File: src/rtl/gpu_mem_arbiter.sv
// gpu_mem_arbiter: round-robin two-requester front end for the GPU's single
// Avalon-MM master, with grant lock and a waitrequest watchdog.
module gpu_mem_arbiter #(
  parameter int ADDR_W  = 32,
  parameter int DATA_W  = 32,
  parameter int TIMEOUT = 255
) (
  input  logic                clk,
  input  logic                n_reset,
  input  logic                r0_req,
  input  logic                r1_req,
  input  logic                r0_write,
  input  logic                r1_write,
  input  logic [ADDR_W-1:0]   r0_addr,
  input  logic [ADDR_W-1:0]   r1_addr,
  input  logic [DATA_W-1:0]   r0_wdata,
  input  logic [DATA_W-1:0]   r1_wdata,
  input  logic [DATA_W/8-1:0] r0_be,
  input  logic [DATA_W/8-1:0] r1_be,
  input  logic                r0_lock,
  input  logic                r1_lock,
  output logic                r0_ack,
  output logic                r1_ack,
  output logic                r0_err,
  output logic                r1_err,
  output logic [DATA_W-1:0]   rdata,
  output logic [ADDR_W-1:0]   m_address,
  output logic                m_read,
  output logic                m_write,
  output logic [DATA_W-1:0]   m_writedata,
  output logic [DATA_W/8-1:0] m_byteenable,
  input  logic [DATA_W-1:0]   m_readdata,
  input  logic                m_waitrequest,
  output logic                arb_busy
);

  localparam int BE_W = DATA_W / 8;
  localparam int WD_W = (TIMEOUT < 2) ? 1 : $clog2(TIMEOUT);
  localparam logic [WD_W-1:0] WD_LAST = WD_W'(TIMEOUT - 1);

  typedef enum logic [1:0] {
    IDLE,
    ISSUE,
    RESP
  } state_t;

  state_t          state;
  logic            owner;
  logic            last_grant;
  logic            lock_hold;
  logic [WD_W-1:0] wd;

  logic              gnt_vld;
  logic              gnt;
  logic [ADDR_W-1:0] sel_addr;
  logic [DATA_W-1:0] sel_wdata;
  logic [BE_W-1:0]   sel_be;
  logic              sel_write;
  logic              sel_lock;
  logic              held_req;

  // Pick the next owner: held lock first, then lone request, then round-robin.
  always_comb begin
    gnt_vld  = r0_req | r1_req;
    held_req = last_grant ? r1_req : r0_req;
    gnt      = 1'b0;
    if (lock_hold && held_req) begin
      gnt = last_grant;
    end else if (r0_req && r1_req) begin
      gnt = ~last_grant;
    end else if (r1_req) begin
      gnt = 1'b1;
    end
    sel_addr  = gnt ? r1_addr  : r0_addr;
    sel_wdata = gnt ? r1_wdata : r0_wdata;
    sel_be    = gnt ? r1_be    : r0_be;
    sel_write = gnt ? r1_write : r0_write;
    sel_lock  = gnt ? r1_lock  : r0_lock;
  end

  // Arbiter FSM with registered bus command, response and watchdog.
  always_ff @(posedge clk or negedge n_reset) begin
    if (!n_reset) begin
      state        <= IDLE;
      owner        <= 1'b0;
      last_grant   <= 1'b1;
      lock_hold    <= 1'b0;
      wd           <= '0;
      r0_ack       <= 1'b0;
      r1_ack       <= 1'b0;
      r0_err       <= 1'b0;
      r1_err       <= 1'b0;
      rdata        <= '0;
      m_address    <= '0;
      m_read       <= 1'b0;
      m_write      <= 1'b0;
      m_writedata  <= '0;
      m_byteenable <= '0;
      arb_busy     <= 1'b0;
    end else begin
      r0_ack <= 1'b0;
      r1_ack <= 1'b0;
      r0_err <= 1'b0;
      r1_err <= 1'b0;
      unique case (state)
        IDLE: begin
          if (gnt_vld) begin
            m_address    <= sel_addr;
            m_writedata  <= sel_wdata;
            m_byteenable <= sel_be;
            m_write      <= sel_write;
            m_read       <= ~sel_write;
            owner        <= gnt;
            last_grant   <= gnt;
            lock_hold    <= sel_lock;
            wd           <= '0;
            arb_busy     <= 1'b1;
            state        <= ISSUE;
          end else begin
            lock_hold <= 1'b0;
          end
        end
        ISSUE: begin
          if (!m_waitrequest) begin
            if (m_read) rdata <= m_readdata;
            m_read  <= 1'b0;
            m_write <= 1'b0;
            r0_ack  <= ~owner;
            r1_ack  <= owner;
            state   <= RESP;
          end else if (wd == WD_LAST) begin
            rdata   <= '0;
            m_read  <= 1'b0;
            m_write <= 1'b0;
            r0_ack  <= ~owner;
            r1_ack  <= owner;
            r0_err  <= ~owner;
            r1_err  <= owner;
            state   <= RESP;
          end else begin
            wd <= wd + 1'b1;
          end
        end
        RESP: begin
          arb_busy <= 1'b0;
          state    <= IDLE;
        end
        default: state <= IDLE;
      endcase
    end
  end

endmodule
File: config.mk
export PLATFORM = sky130hd
export DESIGN_NAME = gpu_mem_arbiter
export DESIGN_NICKNAME = d
export VERILOG_FILES = /design/src/rtl/gpu_mem_arbiter.sv
export SDC_FILE = /design/constraint.sdc
export NUM_CORES = 1
export LEC_CHECK = 0
export CAP_MARGIN = 5
export CORE_MARGIN = 1
export CORE_UTILIZATION = 39
export DETAILED_ROUTE_END_ITERATION = 6
export GPL_ROUTABILITY_DRIVEN = 0
export PLACE_DENSITY = 0.82
export SYNTH_ARGS = -nofsm -noshare
export SYNTH_HDL_FRONTEND = slang
export SYNTH_SLANG_ARGS = --single-unit
File: constraint.sdc
create_clock -name clk -period 1.85 [get_ports clk]
set_input_delay 0.4625 -clock clk [delete_from_list [all_inputs] [get_ports clk]]
set_output_delay 0.4625 -clock clk [all_outputs]
set_load 0.02 [all_outputs]
==> results of run 1 <==
[cells in the final DEF, fill, tap and decap left out, types with 2 or more instances in the layout]
cell type | synthesis | final
sky130_fd_sc_hd__clkdlybuf4s50_1 | 0 | 179
sky130_fd_sc_hd__a21oi_1 | 139 | 139
sky130_fd_sc_hd__dfrtp_1 | 119 | 119
sky130_fd_sc_hd__nand2_1 | 80 | 80
sky130_fd_sc_hd__nor2_1 | 75 | 75
sky130_fd_sc_hd__dlygate4sd2_1 | 0 | 65
sky130_fd_sc_hd__dlymetal6s2s_1 | 0 | 38
sky130_fd_sc_hd__a22o_1 | 32 | 32
sky130_fd_sc_hd__clkbuf_16 | 0 | 17
sky130_fd_sc_hd__buf_4 | 5 | 14
sky130_fd_sc_hd__buf_12 | 0 | 13
sky130_fd_sc_hd__inv_1 | 8 | 8
sky130_fd_sc_hd__o21ai_0 | 7 | 7
sky130_fd_sc_hd__bufinv_16 | 0 | 7
sky130_fd_sc_hd__nand3_1 | 6 | 6
sky130_fd_sc_hd__and3_1 | 4 | 4
sky130_fd_sc_hd__nor3_1 | 4 | 4
sky130_fd_sc_hd__clkbuf_8 | 0 | 4
sky130_fd_sc_hd__o211ai_1 | 3 | 3
sky130_fd_sc_hd__nand4_1 | 3 | 3
sky130_fd_sc_hd__or2_1 | 2 | 2
sky130_fd_sc_hd__nor2b_1 | 2 | 2
sky130_fd_sc_hd__o21ai_4 | 0 | 2
sky130_fd_sc_hd__o31ai_1 | 2 | 2
sky130_fd_sc_hd__a31oi_1 | 2 | 2
sky130_fd_sc_hd__o2bb2ai_1 | 2 | 2
sky130_fd_sc_hd__a22oi_1 | 2 | 2
sky130_fd_sc_hd__ha_1 | 2 | 2
[power by group through the flow]
stage	Clock [W]	Sequential, W	Combinational (W)
floorplan	0	0.00584	0.00257
global placement	0	0.00457	0.00743
detailed placement	0	0.00459	0.00758
CTS	0.00398	0.00456	0.00716
global route	0.00410	0.00471	0.00761
finish	0.00393	0.00455	0.00704
[repair_timing]
item | CTS | global route
hold buffers | 1 | 0
endpoints found under the hold margin | 3 | 0
endpoints found under the setup margin | 65 | 39
resized for setup | 65 | 39
cloned | 0 | 0
[state kept, by name (all words and copies together), names as in the netlist]
name	flops
arb_busy	1
r0_ack	1
lock_hold	1
m_address	32
r0_err	1
state	2
wd	8
r1_ack	1
m_read	1
m_write	1
r1_err	1
last_grant	1
m_byteenable	4
m_writedata	32
rdata	32
owner	1
[cells by family (layout without fill, tap and decap cells)]
logic type | after synthesis | in the layout | share of synthesized area [%]
AOI/OAI and AO/OA | 199 | 199 | 22.27
and+or+nand+nor | 187 | 187 | 15.28
DFF | 120 | 120 | 56.77
buffers and inverters | 49 | 348 | 4.564
xor gates and xnor gates | 3 | 3 | 0.6386
adders and majority gates | 2 | 2 | 0.4728
[metrics by stage]
step | total power (W) | utilization [%] | hold WS [ns]
after floorplan | 0.008405 | - | 0.1669
after global placement | 0.01200 | 64.32 | 0.2816
after detailed placement | 0.01217 | 64.32 | 0.2805
after CTS | 0.01569 | 69.07 | 0.3979
after global routing | 0.01642 | 69.84 | 0.4093
final | 0.01552 | 69.84 | 0.4083
[per-layer routing]
metal	part of all wire, %	routed length (um)
met1	39	6997
met2	50	8911
met3	8.4	1483
met4	1.8	326
met5	0	0
[worst min path at each step]
stage | start | endpoint | cells past startpoint
after floorplan | n_reset | arb_busy$_DFFE_PN0P_ | 0
after detailed placement | n_reset | rdata[24]$_DFFE_PN0P_ | 1
final | n_reset | rdata[24]$_DFFE_PN0P_ | 2
after global placement | n_reset | rdata[24]$_DFFE_PN0P_ | 1
after global routing | n_reset | rdata[6]$_DFFE_PN0P_ | 2
after CTS | n_reset | rdata[24]$_DFFE_PN0P_ | 2
[worst register-to-register path: cells and delay by family, from the launching register on]
kind            cells  cell delay (ns)
fa+ha+maj           1             0.23
compound gates      2             0.34
simple gates        2             0.39
buf+inv             1             0.18
flops               1             0.43
[area by class of cell]
cell class / count / share of cell area (%)
Clock buffer: 22 / 5.235
Multi-Input combinational cell: 391 / 22.52
Tap cell: 176 / 2.381
Sequential cell: 120 / 32.48
Clock inverter: 8 / 2.327
Timing Repair Buffer: 310 / 34.73
Inverter: 8 / 0.3247
==> reports/summary.txt, run 1 <==
================================================================================
Result of the run ................................................. finished, final reports clean
Count of final hold-check violations ..............................            0
All-layer global routing usage ....................................       26.02%
Cell family with the largest share of critical-path delay ......... buffers and inverters
Capturing point of the worst reg2reg path ......................... rdata[7]$_DFFE_PN0P_
Crit path buf inv count ...........................................            1
Port buffer count .................................................          283
Final cell area excluding filler cells ............................   9249 sq um
Clock-pin slew on the worst setup and hold paths ..................      0.05 ns
Top cells by area, synth .......................................... sky130_fd_sc_hd__dfrtp_1 56%, sky130_fd_sc_hd__a21oi_1 13%, sky130_fd_sc_hd__nand2_1 5.7%
Max Freq ..........................................................   0.5530 GHz
Latest clock arrival within the worst-skew pair ...................      0.42 ns
CP Capture Type ...................................................  output port
Worst path max stage delay ........................................      0.60 ns
Seq cells post-synth ..............................................          120
Cell area after placement .........................................   8518 sq um
Routed len/inst ...................................................     17.12 um
EDFF count, synth .................................................            0
GR Layer Usage met2 ...............................................       44.34%
Drt total wl ......................................................     17.72 mm
Tightest Hold Check Type .......................................... input pin to asynchronous set/reset pin
Fraction of final layout cells with drive strength greater than 1 .       7.916%
Mean instance size in the synthesized netlist .....................  9.449 sq um
Top cells by instance count after synthesis ....................... 139 x sky130_fd_sc_hd__a21oi_1, 119 x sky130_fd_sc_hd__dfrtp_1, 80 x sky130_fd_sc_hd__nand2_1
Logic pwr share ...................................................        45.4%
# nets final ......................................................         1027
Final setup vio count .............................................            0
Dpl hpwl ..........................................................     12.13 mm
Proportion of power drawn by flip-flops and latches ...............        29.3%
Cell-by-cell listing of the critical path ......................... clkdlybuf4s50_1
Mapped cell area ..................................................   5291 sq um
Clock share of power ..............................................        25.3%
Number of antenna cells inserted ..................................            0
CTS tree ..........................................................         done
Share of synthesized area occupied by flip-flops and latches ......       56.77%
Placeable Area ....................................................  13240 sq um
Largest net degree at the start of global routing .................           72
Slew at the pin with the worst max-slew slack .....................    0.3844 ns
Dpl ws ............................................................   -0.1816 ns
GR peak layer .....................................................         met2
Clock Sinks .......................................................          120
Met1 track utilization from global routing ........................       30.36%
Final max-slew violation count ....................................            0
Maximum buffer depth of the clock tree ............................            2
Area of the multi-input gates .....................................   2083 sq um
Worst r2r src ..................................................... wd[1]$_DFFE_PN0P_
Y dimension of the die ............................................     118.5 um
Global-route wire length before repair ............................     28.18 mm
Source of the critical timing path ................................ rdata[28]$_DFFE_PN0P_
Antenna violations before repair ..................................            0
Unrepaired setup endpoints after global routing ...................        false
Row cnt ...........................................................           42
Number of vias in the routed layout ...............................         5330
VDD IR max ........................................................     1.121 mV
Switching pwr .....................................................   0.005860 W
Critical-path cell with the highest stage delay ................... sky130_fd_sc_hd__clkdlybuf4s50_1
Category of the worst setup path launch point .....................    flip-flop
Net count after synthesis .........................................          739
Length of the first detailed-routing pass in iterations ...........            4
Initial DRC Count .................................................          266
Overall die width .................................................     118.5 um
Starting density of the core ......................................       39.96%
Asr flop ratio synth ..............................................       100.0%
Most instantiated flip-flop cell in the synthesis netlist ......... sky130_fd_sc_hd__dfrtp_1
Yosys synthesis warning count .....................................            0
Setup Skew ........................................................  0.008467 ns
Area grow syn2layout ..............................................       74.79%
Placed instance count .............................................         1004
Number of max-cap violations ......................................            0
Vias per Instance .................................................        5.150
Filler Cells Inserted .............................................          990
Die area ..........................................................  14040 sq um
# H-tree levels ...................................................            4
Worst r2r path cells ..............................................            6
Endpoint arrival time on the critical path ........................      1.35 ns
FF/Latch Area .....................................................   3004 sq um
Top-area cell type share of the netlist area ......................       56.28%
Buffer cell driving the clock tree root ........................... sky130_fd_sc_hd__clkbuf_16
Post-detailed-route DRC marker count ..............................            0
Category of the most critical setup path .......................... flip-flop to output port
Setup TNS after final layout ......................................         0 ns
Library cells used by synthesis ...................................           47
P_int .............................................................   0.009661 W
Total global routing overflow .....................................            0
Total I/O pin count ...............................................          284
Worst max-slew margin expressed relative to the limit .............       74.20%
Min setup slack post-route ........................................   0.04174 ns
Pwr dens .......................................................... 1678 nW/um^2
Vias in the first global route ....................................         5453
Cell accounting for the most synthesized area ..................... sky130_fd_sc_hd__dfrtp_1
Final ANT Viol Nets ...............................................            0
Most common cell in the synthesized netlist ....................... sky130_fd_sc_hd__a21oi_1
Maximum fanout along the worst path ...............................            2
Data required time of the critical path ...........................      1.39 ns
Cell count after synthesis ........................................          560
Cts bufs inserted .................................................           17
Final cell count without fillers ..................................         1035
Number of stages on the worst setup path ..........................            1
Critical path destination .........................................    rdata[28]
Met3 global-route usage ...........................................       9.411%
Leakage dissipation ...............................................     4.432 nW
Fin crit share ....................................................       97.74%
FF-to-FF setup slack ..............................................      0.16 ns
Post-layout minimum cycle time ....................................     1.808 ns
Post-CTS setup buffers ............................................            0
Switching part of the total power .................................       37.76%
================================================================================
Note: power is estimated with default switching activity, not from simulation.
==> run 2: changes to the inputs <==
GPL_TIMING_DRIVEN = 0   (was default)
MAX_ROUTING_LAYER = met4   (was default)
PLACE_DENSITY = 0.84   (was 0.82)
==> run 2 against run 1 <==
Net effect:
- first-iteration DRC count up 8.6%
- clock skew shrank 0.0013 ns
- global-route usage is 1.0 points higher
- utilization is 0.74 points lower
- final area decreased by 1.1%
- sequential share of layout area up 0.36 points
- critical endpoint is now r1_ack
==> reports/summary.txt, run 2 (same netlist as run 1, synthesis figures left out) <==
================================================================================
Clock Sinks .......................................................          120
Cell-by-cell listing of the critical path ......................... clkdlybuf4s50_1
VDD IR max ........................................................    0.9165 mV
Area grow syn2layout ..............................................       72.95%
Result of the run ................................................. finished, final reports clean
Final cell count without fillers ..................................         1053
Worst max-slew margin expressed relative to the limit .............       62.72%
Total global routing overflow .....................................            0
Commonest non-fill, non-tap cells in the layout ................... 174 x sky130_fd_sc_hd__clkdlybuf4s50_1, 139 x sky130_fd_sc_hd__a21oi_1, 118 x sky130_fd_sc_hd__dfrtp_1, 80 x sky130_fd_sc_hd__nand2_1, 74 x sky130_fd_sc_hd__nor2_1
Leakage dissipation ...............................................     4.466 nW
Area of the multi-input gates .....................................   2090 sq um
Dpl hpwl ..........................................................     13.30 mm
Max Freq ..........................................................   0.5574 GHz
Fin crit share ....................................................       96.98%
Category of the most critical setup path .......................... flip-flop to output port
Commonest non-fill, non-tap cell in the layout .................... sky130_fd_sc_hd__clkdlybuf4s50_1
Clock-pin slew on the worst setup and hold paths ..................      0.05 ns
Filler Cells Inserted .............................................         1058
Maximum buffer depth of the clock tree ............................            2
Pwr dens .......................................................... 1661 nW/um^2
Largest net degree at the start of global routing .................           64
Port buffer count .................................................          281
Initial DRC Count .................................................          289
Final setup vio count .............................................            0
Post-layout minimum cycle time ....................................     1.794 ns
# nets final ......................................................         1043
Final max-slew violation count ....................................            0
Worst path max stage delay ........................................      0.61 ns
Number of vias in the routed layout ...............................         5360
# H-tree levels ...................................................            4
Length of the first detailed-routing pass in iterations ...........            4
Number of max-cap violations ......................................            0
Category of the worst setup path launch point .....................    flip-flop
Number of antenna cells inserted ..................................            0
Tightest Hold Check Type .......................................... input pin to asynchronous set/reset pin
Worst Hold Slack ..................................................   0.01193 ns
Starting density of the core ......................................       39.96%
Maximum fanout along the worst path ...............................            1
Latest clock arrival within the worst-skew pair ...................      0.41 ns
Placed instance count .............................................         1018
Overall die width .................................................     118.5 um
Data required time of the critical path ...........................      1.39 ns
Routed len/inst ...................................................     17.14 um
Vias per Instance .................................................        5.090
Fraction of final layout cells with drive strength greater than 1 .       10.03%
Vias in the first global route ....................................         5536
Buffer cell driving the clock tree root ........................... sky130_fd_sc_hd__clkbuf_16
Crit path buf inv count ...........................................            1
Slew at the pin with the worst max-slew slack .....................    0.5592 ns
Global-route wire length before repair ............................     28.17 mm
Drt total wl ......................................................     18.05 mm
CP Capture Type ...................................................  output port
Setup Skew ........................................................  0.007182 ns
Total I/O pin count ...............................................          284
Row cnt ...........................................................           42
All-layer global routing usage ....................................       27.03%
Post-detailed-route DRC marker count ..............................            0
Placeable Area ....................................................  13240 sq um
CTS tree ..........................................................         done
Cell family with the largest share of critical-path delay ......... buffers and inverters
Count of final hold-check violations ..............................            0
Critical-path cell with the highest stage delay ................... sky130_fd_sc_hd__clkdlybuf4s50_1
Final ANT Viol Nets ...............................................            0
Die area ..........................................................  14040 sq um
Y dimension of the die ............................................     118.5 um
Leading registers by flop count ................................... m_address: 32 flops, m_writedata: 32 flops, rdata: 32 flops
Antenna violations before repair ..................................            0
Endpoint arrival time on the critical path ........................      1.33 ns
FF/Latch Area .....................................................   3005 sq um
# hold bufs at CTS ................................................            0
Cts bufs inserted .................................................           17
================================================================================
-- run 2: per-layer routing --
layer	vias up	global-route usage, %	share of wire [%]
met5	-	-	0
met4	0	10.36	2.3
met3	29	8.156	7.8
met2	220	45.55	51
met1	2553	30.13	39
li1	2558	-	-
-- run 2: timing repair --
action                                  in CTS  in global routing
endpoints found under the setup margin     135                133
resized for setup                           75                 63
pin swaps                                    3                  4
buffers inserted                             1                  2
endpoints found under the hold margin        0                  0
-- run 2: path summary, 6_finish.rpt --
check                                                   end  slack (ns)  cells after the start                   start
min in group clk                     last_grant$_DFFE_PN1P_        0.38                      3                  r1_req
max in group asynchronous       m_writedata[11]$_DFFE_PN0P_        1.13                      2                 n_reset
worst max-delay path                                 r1_ack        0.06                      1        r1_ack$_DFF_PN0_
worst max register to register  m_writedata[18]$_DFFE_PN0P_        0.08                      7  last_grant$_DFFE_PN1P_
worst min-delay path                   arb_busy$_DFFE_PN0P_        0.01                      1                 n_reset
worst min register to register         rdata[7]$_DFFE_PN0P_        0.49                      1    rdata[7]$_DFFE_PN0P_
-- run 2: stage by stage --
stage / util, % / TNS (ns) / setup WS (ns) / cell area [sq um] / total power, W
floorplan: - / 0 / 0.3079 / 5291 / 0.008405
global placement: 62.86 / -546.67 / -4.476 / 8324 / 0.01184
detailed placement: 63.08 / -14.96 / -0.2927 / 8353 / 0.01200
CTS: 67.83 / 0 / 0.0003749 / 8982 / 0.01532
global route: 69.10 / -0.01121 / -0.006810 / 9151 / 0.01612
finish: 69.10 / 0 / 0.05594 / 9151 / 0.01520
-- run 2: report_power, final --
part	leakage (nW)	total [W]	switching, W	internal, W
logic	2.73	0.00703	0.00406	0.00297
clock network	0.318	0.00368	0.00119	0.00249
registers	1.42	0.00450	0.000672	0.00382
total	4.47	0.0152	0.00591	0.00928
-- run 2: final cells by class --
class,count,share of cell area (%)
sequential,120,32.84
timing repair buffer,285,31.57
inverter,8,0.3281
multi-input combinational,391,22.83
clock inverter,12,2.147
clock buffer,20,5.100
tap,176,2.406
buffer,41,2.776
